File: config.mk
export PLATFORM = sky130hd
export DESIGN_NAME = dmem_latency
export DESIGN_NICKNAME = d
export VERILOG_FILES = /design/src/rtl/dmem_latency.sv
export SDC_FILE = /design/constraint.sdc
export NUM_CORES = 1
export LEC_CHECK = 0
export ABC_AREA = 0
export CAP_MARGIN = 20
export CORE_MARGIN = 5
export CORE_UTILIZATION = 56
export CTS_BUF_LIST = sky130_fd_sc_hd__clkbuf_4 sky130_fd_sc_hd__clkbuf_8
export CTS_CLUSTER_DIAMETER = 120
export DETAILED_ROUTE_END_ITERATION = 8
export MAX_ROUTING_LAYER = met4
export PLACE_DENSITY = 0.89
export SLEW_MARGIN = 20
export SYNTH_ARGS = -nofsm -noshare
export SYNTH_HDL_FRONTEND = slang
export SYNTH_SLANG_ARGS = --single-unit
File: constraint.sdc
create_clock -name clk -period 2.6 [get_ports clk]
set_clock_uncertainty 0.15 [all_clocks]
set_input_delay 0.65 -clock clk [delete_from_list [all_inputs] [get_ports clk]]
set_output_delay 0.65 -clock clk [all_outputs]
set_load 0.1 [all_outputs]
File: src/rtl/dmem_latency.sv
// Word-organised data memory responder with byte-masked writes and a fixed response latency.
// Optional range checking (op_data_err port) is built when DMEM_RANGE_CHECK_EN is defined.
module dmem_latency #(
  parameter int SIZE_IN_BYTES = 64,
  parameter int LATENCY       = 2
) (
  input  logic        clk,
  input  logic        reset,
  input  logic [31:0] ip_data_addr,
  input  logic        ip_data_wr,
  input  logic [3:0]  ip_data_mask,
  input  logic [31:0] ip_data_from_proc,
  input  logic        ip_data_rd,
  output logic        op_data_valid,
  output logic [31:0] op_data_from_dmem
`ifdef DMEM_RANGE_CHECK_EN
  ,
  output logic        op_data_err
`endif
);

  localparam int WORDS = SIZE_IN_BYTES / 4;
  localparam int AW    = (WORDS > 1) ? $clog2(WORDS) : 1;
  localparam logic [3:0] CNT_INIT = 4'(LATENCY - 1);

  typedef enum logic [1:0] {S_IDLE, S_BUSY, S_RESP} state_t;

  logic [31:0] mem [0:WORDS-1];

  state_t      state_q, state_d;
  logic [3:0]  cnt_q, cnt_d;
  logic [AW-1:0] idx_q, idx_d;
  logic        oob_q, oob_d;
  logic [3:0]  mask_q, mask_d;
  logic [31:0] wdata_q, wdata_d;
  logic        wr_q, wr_d;
  logic        valid_q, valid_d;
  logic [31:0] rdata_q, rdata_d;
  logic        err_q, err_d;

  logic          req;
  logic          commit;
  logic          in_oob;
  logic [AW-1:0] c_idx;
  logic [3:0]    c_mask;
  logic [31:0]   c_wdata;
  logic          c_wr;
  logic          c_oob;
  logic          wr_en;
  logic          unused_addr_bits;

  assign req = ip_data_rd | ip_data_wr;
  assign unused_addr_bits = ^{ip_data_addr[31:AW+2], ip_data_addr[1:0]};

`ifdef DMEM_RANGE_CHECK_EN
  assign in_oob = |ip_data_addr[31:AW+2];
`else
  assign in_oob = 1'b0;
`endif

  // With LATENCY=1 the commit happens on the accepting edge, so the
  // live inputs (not the latched copy) must feed the commit path.
  always_comb begin
    if (state_q == S_IDLE) begin
      c_idx   = ip_data_addr[AW+1:2];
      c_mask  = ip_data_mask;
      c_wdata = ip_data_from_proc;
      c_wr    = ip_data_wr;
      c_oob   = in_oob;
    end else begin
      c_idx   = idx_q;
      c_mask  = mask_q;
      c_wdata = wdata_q;
      c_wr    = wr_q;
      c_oob   = oob_q;
    end
  end

  always_comb begin
    state_d = state_q;
    cnt_d   = cnt_q;
    idx_d   = idx_q;
    oob_d   = oob_q;
    mask_d  = mask_q;
    wdata_d = wdata_q;
    wr_d    = wr_q;
    commit  = 1'b0;
    case (state_q)
      S_IDLE: begin
        if (req) begin
          idx_d   = ip_data_addr[AW+1:2];
          oob_d   = in_oob;
          mask_d  = ip_data_mask;
          wdata_d = ip_data_from_proc;
          wr_d    = ip_data_wr;
          cnt_d   = CNT_INIT;
          if (CNT_INIT == 4'd0) begin
            state_d = S_RESP;
            commit  = 1'b1;
          end else begin
            state_d = S_BUSY;
          end
        end
      end
      S_BUSY: begin
        if (cnt_q <= 4'd1) begin
          cnt_d   = 4'd0;
          state_d = S_RESP;
          commit  = 1'b1;
        end else begin
          cnt_d = cnt_q - 4'd1;
        end
      end
      S_RESP:  state_d = S_IDLE;
      default: state_d = S_IDLE;
    endcase
  end

  // Read data is the pre-write word, so a combined rd+wr returns old contents.
  always_comb begin
    valid_d = commit;
    err_d   = commit & c_oob;
    rdata_d = rdata_q;
    if (commit) rdata_d = c_oob ? 32'h0 : mem[c_idx];
  end

  assign wr_en = commit & c_wr & ~c_oob & ~reset;

  always_ff @(posedge clk or posedge reset) begin
    if (reset) begin
      state_q <= S_IDLE;
      cnt_q   <= 4'd0;
      idx_q   <= '0;
      oob_q   <= 1'b0;
      mask_q  <= 4'd0;
      wdata_q <= 32'h0;
      wr_q    <= 1'b0;
      valid_q <= 1'b0;
      rdata_q <= 32'h0;
      err_q   <= 1'b0;
    end else begin
      state_q <= state_d;
      cnt_q   <= cnt_d;
      idx_q   <= idx_d;
      oob_q   <= oob_d;
      mask_q  <= mask_d;
      wdata_q <= wdata_d;
      wr_q    <= wr_d;
      valid_q <= valid_d;
      rdata_q <= rdata_d;
      err_q   <= err_d;
    end
  end

  // Storage is never reset.
  always_ff @(posedge clk) begin
    if (wr_en) begin
      for (int b = 0; b < 4; b++) begin
        if (c_mask[b]) mem[c_idx][8*b +: 8] <= c_wdata[8*b +: 8];
      end
    end
  end

  assign op_data_valid     = valid_q;
  assign op_data_from_dmem = rdata_q;
`ifdef DMEM_RANGE_CHECK_EN
  assign op_data_err = err_q;
`else
  logic unused_err;
  assign unused_err = err_q;
`endif

endmodule
==> impl_metrics.py <==
metrics = {
    "timing": {
        "relSlewSlack": 0.453,
        "fin_tns_setup_ns": -0.0551,
        "finalSetupViolations": 4,
        "layout_min_cycle_time_ns": 2.62,
        "hold_viol": 0,
        "post-route-period-util": 1.01,
        "tightest_slew_ns": 0.820,
        "setup_slack_ns": -0.0229,
        "fmax_ghz": 0.381,
        "maxSlewViolCount": 0,
        "rsz0062_at_grt": "yes",
    },
    "layout": {
        "final_cells": 2234,
        "final_common_cell": "edfxtp_1",
        "drive_above_1_share": 0.302,
        "fin_nets": 1709,
        "syn2layout_area_growth_pct": 22.2,
        "fill_cells": 2262,
        "final_cell_mix": "edfxtp_1 (512), a22oi_1 (256), buf_4 (159)",
        "n_antenna_cell": 0,
    },
    "min_path": {
        "hp-class": "register to register",
    },
    "synthesis": {
        "postSynthAreaPerCell_um2": 16.3,
        "ys_ff_latch": 592,
        "yosysSeqAreaShare": 0.774,
        "synth_top_area_cell": "edfxtp_1",
        "netlist-cell-type-count": 40,
        "syn_inst": 1379,
        "netlist_area_mm2": 0.0225,
        "synth-edff-count": 512,
        "synth_area_leaders": "edfxtp_1 (68%), dfrtp_1 (8.9%), a22oi_1 (8.6%), mux2_2 (3.8%), a21oi_1 (2.9%)",
        "synth_top_area_share": 0.685,
        "synth_warnings": 0,
        "ys.flop_type": "edfxtp_1",
        "async_reset_ff_frac": 0.135,
        "syn_nets": 1453,
    },
    "drt": {
        "wl_per_cell_um": 26.5,
        "ant_nets": 0,
        "viasPerCell": 6.51,
        "vias": 14552,
        "wl_um": 59100,
        "drc_errors": 0,
        "first_pass_iters": 6,
        "drt_iter0_drc": 2022,
    },
    "status": {
        "failed_checks": "negative setup slack",
        "status": "complete, but fails checks",
    },
    "clocking": {
        "tritoncts": "done",
        "clock_path_buffers": 3,
        "clk_latency_ns": 0.66,
        "numCtsBuffers": 90,
        "cts_root_buf": "clkbuf_8",
        "clk_pin_slew_worst_paths_ns": 0.06,
        "cts_max_level": 3,
        "cts_sinks": 592,
        "ctsHoldBuffers": 0,
    },
    "power_and_ir_drop": {
        "power.density_mw_per_mm2": 1230,
        "p_leak_nw": 9.26,
        "p_total_w": 0.0338,
        "ir_drop_uv": 917,
    },
    "global_route": {
        "grt_pass1_vias": 14662,
        "grt_first_pass_wirelength_um": 86000,
        "grt_usage": 0.262,
        "grt_max_degree": 66,
        "grt_antenna_before_repair": 0,
        "grt_overflow_total": 0,
    },
    "placement": {
        "dpl.cell_count": 2051,
        "dpl.hpwl_um": 34700,
        "place.gp.congestion": 0.879,
        "port_buffers": 76,
    },
    "worst_setup_path": {
        "critical_path_arrival_ns": 3.04,
        "endpoint_kind": "register",
        "critPathKind": "register to register",
        "required_ns": 3.02,
        "cp_max_fo": 27,
        "cp-start-kind": "register",
    },
    "floorplanning": {
        "fp.coreArea_mm2": 0.0397,
        "num_io_pins": 105,
        "die-area_mm2": 0.0442,
        "die_h_um": 210,
        "initial_utilization": 0.565,
        "fp.dieW_um": 210,
        "placement_rows": 73,
    },
    "job": {
        "maxCapViolCount": 0,
    },
}
==> cells in the mapped netlist (2+ instances only) <==
cell and number:
a22oi_1 256, buf_4 21, or4b_1 2, buf_2 46, a31oi_1 2, clkbuf_1 22, nand2b_1 7, edfxtp_1 512
nor4_1 33, nand2_1 56, ha_1 2, mux2_2 76, inv_1 8, nor3b_1 2, nor3_1 8, o21ai_1 32
o21ai_2 2, nor2_1 64, a21oi_1 128, dfrtp_1 80
==> power breakdown <==
| group | leakage (nW) | switching, W | internal (W) | total, W |
|---|---|---|---|---|
| combinational | 2.71 | 0.00855 | 0.00444 | 0.0130 |
| sequential | 5.58 | 0.000404 | 0.0125 | 0.0129 |
| clock | 0.975 | 0.00357 | 0.00433 | 0.00790 |
==> area by class of cell <==
cell class | instances | area, µm² | share of cell area
tap | 525 | 657 | 0.0239
multi-input combinational | 689 | 4890 | 0.178
inverter | 9 | 37.5 | 0.00137
sequential | 592 | 17400 | 0.633
clock inverter | 37 | 282 | 0.0103
timing repair buffer | 253 | 2620 | 0.0955
clock buffer | 129 | 1580 | 0.0576
==> routing by layer <==
metal / up-vias / part of all wire / track usage / routed length (µm)
met3: 202 / 0.11 / 0.0527 / 6600
met2: 1142 / 0.50 / 0.421 / 29300
met1: 7169 / 0.35 / 0.337 / 20900
met4: 0 / 0.039 / 0.0965 / 2310
met5: - / 0 / - / 0
li1: 6039 / - / - / -
==> registers in the layout, indices dropped and copies added (netlist names) <==
name / flops
mem: 512
op_data_from_dmem: 32
wdata_q: 32
cnt_q: 4
idx_q: 4
mask_q: 4
state_q: 2
op_data_valid: 1
wr_q: 1
==> cell families after synthesis <==
| group | count (synthesis) | share of synthesized area |
|---|---|---|
| flip-flops | 592 | 0.774 |
| AO/OA/AOI/OAI | 429 | 0.127 |
| AND/OR/NAND/NOR | 178 | 0.0365 |
| buffers and inverters | 99 | 0.0226 |
| multiplexers | 77 | 0.0386 |
| XOR/XNOR | 2 | 0.000780 |
| adder cells (fa/ha/maj) | 2 | 0.00111 |
==> worst max-delay path, cell delays in order (launching register included) <==
cell	delay, ns
dfrtp_1	0.40
buf_4	0.17
or4b_4	0.56
o21ai_4	0.22
bufbuf_16	0.44
a22oi_1	0.12
a21oi_1	0.23
nor4_1	0.13
o21ai_1	0.12
==> stage by stage <==
stage / worst slack, ns / util / hold slack [ns] / cell area, µm²
CTS: 0.0240 / 0.683 / 0.349 / 27100
floorplan: -0.415 / - / 0.317 / 22700
global placement: -0.613 / 0.634 / 0.319 / 25200
global route: -0.108 / 0.691 / 0.362 / 27400
finish: -0.0229 / 0.691 / 0.335 / 27400
detailed placement: -0.668 / 0.634 / 0.333 / 25200
==> path summary, 6_finish.rpt <==
path	from	to	slack, ns	cells past startpoint
max	state_q[0]	op_data_from_dmem[14]	-0.02	8
min	op_data_from_dmem[3]	op_data_from_dmem[3]	0.33	2
max reg2reg	state_q[0]	op_data_from_dmem[14]	-0.02	8
min reg2reg	op_data_from_dmem[3]	op_data_from_dmem[3]	0.33	2
max in group asynchronous	reset	wdata_q[29]	0.76	4
min in group asynchronous	reset	wdata_q[21]	0.43	3
==> repair_timing <==
action	CTS	global route
buffers inserted	2	10
pin swaps	0	2
gates cloned	1	4
setup endpoints to repair	44	368
resized for setup	3	22
No activity file was read; power rests on OpenSTA's default activity.
